==> config.mk <==
export PLATFORM = sky130hd
export DESIGN_NAME = dmem_lsu_sequencer
export DESIGN_NICKNAME = d
export VERILOG_FILES = /design/src/rtl/dmem_pkg.sv /design/src/rtl/dmem_load_extend.sv /design/src/rtl/dmem_lsu_sequencer.sv
export SDC_FILE = /design/constraint.sdc
export NUM_CORES = 1
export LEC_CHECK = 0
export CORE_ASPECT_RATIO = 1.4
export CORE_UTILIZATION = 43
export CTS_CLUSTER_DIAMETER = 60
export DETAILED_ROUTE_END_ITERATION = 16
export PLACE_DENSITY = 0.71
export SETUP_SLACK_MARGIN = 0.02
export SLEW_MARGIN = 0
export SYNTH_ARGS = -nofsm -noshare
export SYNTH_HDL_FRONTEND = slang
export SYNTH_SLANG_ARGS = --single-unit
==> constraint.sdc <==
create_clock -name clock -period 2.2 [get_ports clock]
set_clock_uncertainty 0.2 [all_clocks]
set_input_delay 0.22 -clock clock [delete_from_list [all_inputs] [get_ports clock]]
set_output_delay 0.22 -clock clock [all_outputs]
set_load 0.01 [all_outputs]
==> src/rtl/dmem_pkg.sv <==
// Shared encodings and helpers for the byte-wide data memory load/store sequencer.
// Request sizes, FSM state codes, byte counts, and load-extension helpers.
package dmem_pkg;

  localparam logic [1:0] SZ_BYTE = 2'b00;
  localparam logic [1:0] SZ_HALF = 2'b01;
  localparam logic [1:0] SZ_WORD = 2'b10;

  typedef logic [1:0] state_t;

  localparam state_t ST_IDLE  = 2'd0;
  localparam state_t ST_ISSUE = 2'd1;
  localparam state_t ST_WAIT  = 2'd2;
  localparam state_t ST_DONE  = 2'd3;

  // The reserved size encoding 2'b11 is handled exactly like a word.
  function automatic logic [2:0] nbytes(input logic [1:0] size);
    case (size)
      SZ_BYTE: return 3'd1;
      SZ_HALF: return 3'd2;
      default: return 3'd4;
    endcase
  endfunction

  function automatic logic [31:0] extend(input logic [31:0] data, input logic [1:0] size,
                                         input logic sign_en);
    logic [31:0] r;
    case (size)
      SZ_BYTE: r = {{24{sign_en & data[7]}}, data[7:0]};
      SZ_HALF: r = {{16{sign_en & data[15]}}, data[15:0]};
      default: r = data;
    endcase
    return r;
  endfunction

  function automatic logic misaligned(input logic [1:0] size, input logic [1:0] addr_lo);
    case (size)
      SZ_BYTE: return 1'b0;
      SZ_HALF: return addr_lo[0];
      default: return |addr_lo;
    endcase
  endfunction

endpackage

==> src/rtl/dmem_load_extend.sv <==
// Combinational zero/sign extender applied to the assembled load value.
module dmem_load_extend
  import dmem_pkg::*;
(
  input  logic [31:0] data,
  input  logic [1:0]  size,
  input  logic        sign_en,
  output logic [31:0] ext
);

  assign ext = extend(data, size, sign_en);

endmodule

==> src/rtl/dmem_lsu_sequencer.sv <==
// Big-endian byte sequencer between the pipeline load/store port and a 8-bit data memory.
// Define DMEM_MISALIGN_TRAP_EN to fault misaligned halfword/word requests instead of executing them.
module dmem_lsu_sequencer
  import dmem_pkg::*;
#(
  parameter int ADDR_W  = 9,
  parameter int MEM_LAT = 1
) (
  input  logic              clock,
  input  logic              reset,
  input  logic              req_valid,
  output logic              req_ready,
  input  logic              req_we,
  input  logic [1:0]        req_size,
  input  logic              req_signed,
  input  logic [ADDR_W-1:0] req_addr,
  input  logic [31:0]       req_wdata,
  output logic              resp_valid,
  output logic [31:0]       resp_rdata,
  output logic              resp_misaligned,
  output logic              mem_en,
  output logic              mem_rw,
  output logic [ADDR_W-1:0] mem_addr,
  output logic [7:0]        mem_wdata,
  input  logic [7:0]        mem_rdata
);

  localparam logic [1:0] LAT_LAST = 2'(MEM_LAT - 1);

  state_t            state_reg;
  logic [2:0]        k_reg;
  logic [2:0]        nb_reg;
  logic [1:0]        lat_reg;
  logic [1:0]        size_reg;
  logic              we_reg;
  logic              signed_reg;
  logic              trap_hold_reg;
  logic [ADDR_W-1:0] addr_reg;
  logic [31:0]       wdata_reg;
  logic [31:0]       asm_reg;
  logic [31:0]       rdata_hold_reg;
  logic [31:0]       wdata_aligned;
  logic [31:0]       ext_data;
  logic              last_byte;

`ifdef DMEM_MISALIGN_TRAP_EN
  logic mis_reg;
  logic req_mis;
  assign req_mis = misaligned(req_size, req_addr[1:0]);
`endif

  // Store data is left-justified once at accept so byte k is always wdata_reg[31:24].
  always_comb begin
    case (req_size)
      SZ_BYTE: wdata_aligned = {req_wdata[7:0], 24'h000000};
      SZ_HALF: wdata_aligned = {req_wdata[15:0], 16'h0000};
      default: wdata_aligned = req_wdata;
    endcase
  end

  assign last_byte = (k_reg == nb_reg - 3'd1);

  always_ff @(posedge clock) begin
    if (reset) begin
      state_reg      <= ST_IDLE;
      k_reg          <= '0;
      nb_reg         <= '0;
      lat_reg        <= '0;
      size_reg       <= '0;
      we_reg         <= 1'b0;
      signed_reg     <= 1'b0;
      trap_hold_reg  <= 1'b0;
      addr_reg       <= '0;
      wdata_reg      <= '0;
      asm_reg        <= '0;
      rdata_hold_reg <= '0;
`ifdef DMEM_MISALIGN_TRAP_EN
      mis_reg        <= 1'b0;
`endif
    end else begin
      case (state_reg)
        ST_IDLE: begin
          if (req_valid) begin
            we_reg     <= req_we;
            size_reg   <= req_size;
            signed_reg <= req_signed;
            addr_reg   <= req_addr;
            wdata_reg  <= wdata_aligned;
            nb_reg     <= nbytes(req_size);
            k_reg      <= '0;
            lat_reg    <= '0;
            asm_reg    <= '0;
`ifdef DMEM_MISALIGN_TRAP_EN
            mis_reg <= req_mis;
            if (req_mis) begin
              // Extra DONE cycle keeps the fault response two cycles after accept.
              state_reg     <= ST_DONE;
              trap_hold_reg <= 1'b1;
            end else begin
              state_reg <= ST_ISSUE;
            end
`else
            state_reg <= ST_ISSUE;
`endif
          end
        end
        ST_ISSUE: begin
          addr_reg <= addr_reg + ADDR_W'(1);
          lat_reg  <= '0;
          if (we_reg) begin
            wdata_reg <= {wdata_reg[23:0], 8'h00};
            if (last_byte) begin
              state_reg <= ST_DONE;
            end else begin
              k_reg <= k_reg + 3'd1;
            end
          end else begin
            state_reg <= ST_WAIT;
          end
        end
        ST_WAIT: begin
          if (lat_reg == LAT_LAST) begin
            asm_reg <= {asm_reg[23:0], mem_rdata};
            if (last_byte) begin
              state_reg <= ST_DONE;
            end else begin
              k_reg     <= k_reg + 3'd1;
              state_reg <= ST_ISSUE;
            end
          end else begin
            lat_reg <= lat_reg + 2'd1;
          end
        end
        ST_DONE: begin
          if (trap_hold_reg) begin
            trap_hold_reg <= 1'b0;
          end else begin
            rdata_hold_reg <= ext_data;
            state_reg      <= ST_IDLE;
          end
        end
        default: state_reg <= ST_IDLE;
      endcase
    end
  end

  dmem_load_extend u_extend (
    .data    (asm_reg),
    .size    (size_reg),
    .sign_en (signed_reg),
    .ext     (ext_data)
  );

  assign req_ready  = (state_reg == ST_IDLE);
  assign resp_valid = (state_reg == ST_DONE) && !trap_hold_reg;
  // Stores and faults leave asm_reg cleared, so their response data is zero.
  assign resp_rdata = resp_valid ? ext_data : rdata_hold_reg;

`ifdef DMEM_MISALIGN_TRAP_EN
  assign resp_misaligned = resp_valid & mis_reg;
`else
  assign resp_misaligned = 1'b0;
`endif

  assign mem_en    = (state_reg == ST_ISSUE);
  assign mem_rw    = !(mem_en && we_reg);
  assign mem_addr  = mem_en ? addr_reg : '0;
  assign mem_wdata = (mem_en && we_reg) ? wdata_reg[31:24] : 8'h00;

endmodule

==> results by group, run 1 <==
Worst hold path
  • Hold crit path type: input port to register
  • Worst hold path startpoint: req_we
  • Sink of the worst hold path: we_reg
  • Hold path cells: 3

Die
  • Initial core utilization: 0.442
  • Row cnt: 48
  • Die Span Y: 135 um
  • Chip width: 97.3 um
  • # IOs: 110
  • Die Area: about 13000 um2
  • Core Area: roughly 12000 um2

Timing
  • RSZ-0062 raised after global routing: yes
  • Slew margin rel.: 0.465
  • Final hold vios: 0
  • Final setup violation count: 0
  • Worst Tran Pin Value: 802 ps
  • Min cycle time layout: 2150 ps
  • F_max: 466 MHz
  • Slew Limit Fails: 0
  • Period utilisation layout: 0.975
  • WHS: ~170 ps

Route
  • Antenna-violating nets left: 0
  • Drt via density: 5.54
  • DR WL/cell: 16.2 um
  • Via count: about 5000
  • First-iteration detailed-routing DRC count: 300
  • DRC viols: 0
  • 1st-pass router iterations: 4
  • WL final: 15000 um

Finish
  • Final Cell Area: between 7000 and 8000 um2
  • Fraction of layout cells with a size suffix above 1: 0.205
  • N_diodes: 0
  • Most frequent cells in the layout: dfxtp_1 (114), nor2_1 (76), nand2_1 (65)
  • Syn-to-layout area delta: 38.0%
  • Most common cell after layout, fill and taps aside: dfxtp_1
  • Nets: 826

Logic synthesis
  • Syn Nets: 711
  • YS warnings: 0
  • Top cells by area, synth: dfxtp_1 (44%), nor2_1 (5.4%), a21oi_1 (5.1%)
  • Most area-hungry cell type in the Yosys netlist: dfxtp_1
  • Distinct cell type count after synthesis: 55
  • Yosys top cell area share: 0.436
  • Main synth FF type: dfxtp_1
  • Avg Inst Size Synth: 8.46 um2
  • Post-synth ARST share: 0
  • Post-synth EDFFs: 0
  • Synth Register Bits: 119
  • Sequential share of the synthesized area: 0.436
  • Synth Instances: 646
  • Netlist Area Pre-Place: 5470 um2

Critical path
  • Startpoint Class: register
  • CP Max Fanout: 6
  • Setup crit end kind: output pin
  • R2R Path End: wdata_reg[15]
  • R2R setup slack: 120 ps
  • Worst EP arrival: 1730 ps
  • Reg-to-Reg Start: state_reg[1]
  • CP required: 1780 ps
  • Cells on worst reg2reg path: 8
  • Crit Path Class: register to output pin

Placement
  • Final GP Congestion: around 0.81
  • Placed wire-length estimate: between 9000 and 10000 um
  • PortBufs: 108
  • Placed cell area: ~6700 um2

GRT
  • Pin count of the biggest net entering global routing: 47
  • GRT overflow: 0
  • Tot GR Track Use: 0.228
  • Vias in the first global route: 5145
  • Initial antenna violation count: 0
  • First-pass GRT wire length: 24200 um

Run
  • Max-cap violations: 0

Clock network
  • CTS Buf Count: 17
  • Clock buffer depth: 2
  • Clk slew on worst S/H paths: about 50 ps
  • H-tree Lvls: 4
  • Root Buffer: clkbuf_16
  • Clock sinks: 119
  • Worst-Skew Late Latency: 410 ps
  • CTS tree: done

Power
  • Power density over the cells: 952 nW/um2
  • LEAKAGE: 3.05 nW
  • Overall Power: 7.18 mW
  • Peak VDD IR: 0.664 mV

Outcome
  • Status: complete, no violations
==> logic make-up (layout without fill, tap and decap cells) <==
group / Yosys count / after routing / synth area share
AOI/OAI and AO/OA: 175 / 175 / 0.215
DFF: 119 / 119 / 0.436
adders and majority gates: 9 / 9 / 0.0206
buffers and inverters: 76 / 202 / 0.0655
muxes: 23 / 23 / 0.0449
and+or+nand+nor: 240 / 242 / 0.211
xor gates and xnor gates: 3 / 3 / 0.00733
other: 1 / 1 / 0.000686
==> through the flow <==
step	worst slack (ps)	TNS [ps]	utilization	cells
2_1_floorplan	29.8	0	-	646
6_report	54.3	0	0.610	924
4_1_cts	-45.8	-192	0.605	923
3_3_place_gp	-8.34	-58.5	0.543	873
3_5_place_dp	-166	-2240	0.543	873
5_1_grt	3.95	0	0.610	924
==> per-layer routing <==
| layer | global-route usage | routed length, um |
|---|---|---|
| met2 | 0.435 | 8160 |
| met1 | 0.239 | 5690 |
| met4 | 0.0964 | 342 |
| met3 | 0.0521 | 766 |
| met5 | 0 | 0 |
==> cells in the mapped netlist (all sizes together), types with 8 or more instances <==
cell,count
o211ai,16
inv,20
nor2,79
buf,30
mux2i,14
a221o,8
dfxtp,119
a221oi,8
a22oi,34
a21oi,56
nand3,14
and3,11
nand2,65
mux2,9
nor2b,8
a211oi,17
and2,42
ha,9
o21ai,16
clkbuf,26
==> critical path, stage by stage, from the launching register on <==
cell,delay [ps]
dfxtp_4,390
ha_4,200
buf_12,110
buf_12,110
mux2_2,350
buf_2,140
==> what timing repair did <==
| action | CTS | global route |
|---|---|---|
| hold buffers | 1 | 0 |
| buffers inserted | 14 | 0 |
| gates resized for setup | 167 | 31 |
| hold endpoints to repair | 2 | 0 |
| setup endpoints to repair | 54 | 62 |
| pin swaps | 3 | 8 |
| gates cloned | 3 | 2 |
==> where the power goes <==
group	leakage, nW	switching, mW	internal [mW]	total (mW)
combinational	1.78	0.984	0.848	1.83
clock	0.294	0.994	1.84	2.84
sequential	0.969	0.145	2.37	2.51
==> worst max-delay path by stage <==
stage                 startpoint        endpoint  slack, ps  depth (start not counted)
floorplan           state_reg[0]      asm_reg[2]         30                         10
global placement    state_reg[0]  resp_rdata[28]         -8                          4
detailed placement  state_reg[0]  resp_rdata[29]       -170                          4
CTS                 state_reg[0]   resp_rdata[9]        -50                          5
global route        state_reg[0]  resp_rdata[17]          4                          6
finish              state_reg[0]   resp_rdata[3]         50                          5
==> cell type report <==
class	count	area [um2]
clock inverters	11	146
clock buffers	21	460
inverters	20	78.8
multi-input cells	453	2920
flip-flops and latches	119	2390
well taps	150	188
repair buffers	150	1360
fillers	1050	4830
Note: power is estimated with default switching activity, not from simulation.
==> inputs of run 2 (changes only) <==
--- a/config.mk
+++ b/config.mk
@@ -9,6 +9,7 @@
 export CORE_UTILIZATION = 43
 export CTS_CLUSTER_DIAMETER = 60
 export DETAILED_ROUTE_END_ITERATION = 16
+export GPL_ROUTABILITY_DRIVEN = 0
 export PLACE_DENSITY = 0.71
 export SETUP_SLACK_MARGIN = 0.02
 export SLEW_MARGIN = 0
==> results of run 2 <==
No change in the layout: final DEF, timing and power equal those of run 1.
==> inputs of run 3 (changes only) <==
--- a/config.mk
+++ b/config.mk
@@ -10,7 +10,7 @@
 export CTS_CLUSTER_DIAMETER = 60
 export DETAILED_ROUTE_END_ITERATION = 16
 export GPL_ROUTABILITY_DRIVEN = 0
-export PLACE_DENSITY = 0.71
+export PLACE_DENSITY = 0.74
 export SETUP_SLACK_MARGIN = 0.02
 export SLEW_MARGIN = 0
 export SYNTH_ARGS = -nofsm -noshare
==> constraint.sdc (replaced) <==
create_clock -name clock -period 2.7 [get_ports clock]
set_clock_uncertainty 0.2 [all_clocks]
set_input_delay 0.27 -clock clock [delete_from_list [all_inputs] [get_ports clock]]
set_output_delay 0.27 -clock clock [all_outputs]
set_load 0.01 [all_outputs]
==> run 3 against run 2 <==
  * Total power is 21% lower
  * Utilization is 2.2 points lower
  * Critical path depth stayed put
  * Flip-flop and latch count stayed put
  * Register-to-register slack better by 90 ps
  * Routed wire length is 7.0% lower
  * Worst hold slack better by 33 ps
  * Die area stayed put
==> results by group, run 3 (synthesized netlist as in run 1, its figures left out) <==
Route
  • DR WL/cell: 15.5 um
  • 1st-pass router iterations: 5
  • DRC viols: 0
  • Via count: ~5000
  • Drt via density: roughly 5.6
  • WL final: 13900 um
  • First-iteration detailed-routing DRC count: 226
  • Antenna-violating nets left: 0

Worst hold path
  • Worst hold path startpoint: reset
  • Hold crit path type: input port to register

GRT
  • Vias in the first global route: ~4700
  • Initial antenna violation count: 0
  • GRT overflow: 0
  • Pin count of the biggest net entering global routing: 87
  • Tot GR Track Use: 0.212
  • First-pass GRT wire length: about 22000 um

Timing
  • Slew margin rel.: 0.374
  • RSZ-0062 raised after global routing: yes
  • Worst Tran Pin Value: roughly 940 ps
  • F_max: 380 MHz
  • Final setup TNS: 0 ps
  • Min cycle time layout: 2630 ps
  • Final setup violation count: 0
  • Period utilisation layout: 0.975
  • Slew Limit Fails: 0
  • Final hold vios: 0

Power
  • Overall Power: 5.68 mW
  • Power density over the cells: 781 nW/um2
  • Peak VDD IR: 0.391 mV
  • LEAKAGE: 2.72 nW

Die
  • Row cnt: 48
  • Die Area: 13200 um2
  • Initial core utilization: 0.442
  • # IOs: 110
  • Die Span Y: 135 um
  • Core Area: 12400 um2
  • Chip width: 97.3 um

Critical path
  • CP Launch Point: state_reg[1]
  • Worst path cell trace: inv_1, ha_2, buf_8, and3_1, clkdlybuf4s50_1
  • Crit Path Class: register to output pin
  • Startpoint Class: register
  • R2R setup slack: 210 ps
  • Reg-to-Reg Start: state_reg[0]
  • Slowest-stage cell, CP: clkdlybuf4s50_1
  • CP required: 2230 ps
  • Crit path buf inv count: 3
  • Top cell family by delay on the critical path: buffers and inverters
  • Slowest cell delay on critical path: 550 ps
  • CP Max Fanout: 23
  • Worst EP arrival: roughly 2200 ps
  • Setup crit end kind: output pin

Finish
  • Syn-to-layout area delta: 33.2%
  • Finished Layout Cells: 897
  • Fraction of layout cells with a size suffix above 1: 0.110
  • Final Util: 0.588
  • Most frequent cells in the layout: dfxtp_1 (118), clkdlybuf4s50_1 (106), nor2_1 (78)
  • Nets: about 800
  • Final Cell Area: 7280 um2
  • Most common cell after layout, fill and taps aside: dfxtp_1
  • N_diodes: 0

Run
  • Max-cap violations: 0

Placement
  • Placed cell area: around 6600 um2
  • Placed wire-length estimate: 9630 um
  • PortBufs: between 100 and 150
  • Cells after DPL: roughly 870

Clock network
  • Clk slew on worst S/H paths: roughly 60 ps
  • Root Buffer: clkbuf_16
  • Post-CTS Setup Inserts: 0
  • CTS tree: done
  • Clock sinks: 119
  • CTS Buf Count: 17
  • Worst-Skew Late Latency: 420 ps
  • H-tree Lvls: 4
  • Clock buffer depth: 2

Outcome
  • Status: complete, no violations
run 3: cell types whose count changed in the layout (fill, tap and decap cells not counted), sizes merged, moves of 2 or more:
| cell | previous run | this run |
|---|---|---|
| buf | 72 | 18 |
| clkbuf | 21 | 18 |
| clkdlybuf4s50 | 54 | 106 |
| dlygate4sd2 | 20 | 0 |
| inv | 21 | 23 |
| or3 | 3 | 1 |
run 3: path summary, 6_finish.rpt:
path | cells past startpoint | endpoint
max reg2reg | 8 | wdata_reg[15]
min reg2reg | 2 | wdata_reg[19]
max | 5 | mem_wdata[0]
min | 5 | state_reg[1]
run 3: cell type report:
class | count | area, um2
clock buffers | 18 | 439
clock inverters | 14 | 171
fillers | 1100 | 5090
inverters | 20 | 75.1
multi-input cells | 451 | 2800
flip-flops and latches | 119 | 2380
well taps | 150 | 188
repair buffers | 125 | 1220
run 3: per-layer routing:
layer | GRT usage | part of all wire | up-vias
li1 | - | - | 2443
met1 | 0.227 | 0.40 | 2362
met2 | 0.381 | 0.52 | 161
met3 | 0.0717 | 0.059 | 25
met4 | 0.0833 | 0.019 | 0
met5 | 0 | 0 | -
run 3: report_power, final:
group / switching, mW / internal, mW / total, mW
logic: 0.740 / 0.578 / 1.32
clock network: 0.841 / 1.48 / 2.32
registers: 0.118 / 1.93 / 2.05
total: 1.70 / 3.98 / 5.68
run 3: tightest hold or removal path: stages:
cell,delay [ps]
buf_2,120
nor2_1,50
nor4b_1,150
nand2_1,70
o221ai_1,110
run 3: what timing repair did:
action	CTS	global route
hold buffers	0	0
resized for setup	9	15
setup endpoints to repair	48	51
pin swaps	0	0
run 3: metrics by stage:
step                worst slack (ps)  hold WS [ps]
finish                          68.7           205
global route                   -3.23           232
CTS                             8.13           165
detailed placement              52.3           243
global placement                 223           238
floorplan                        469           217
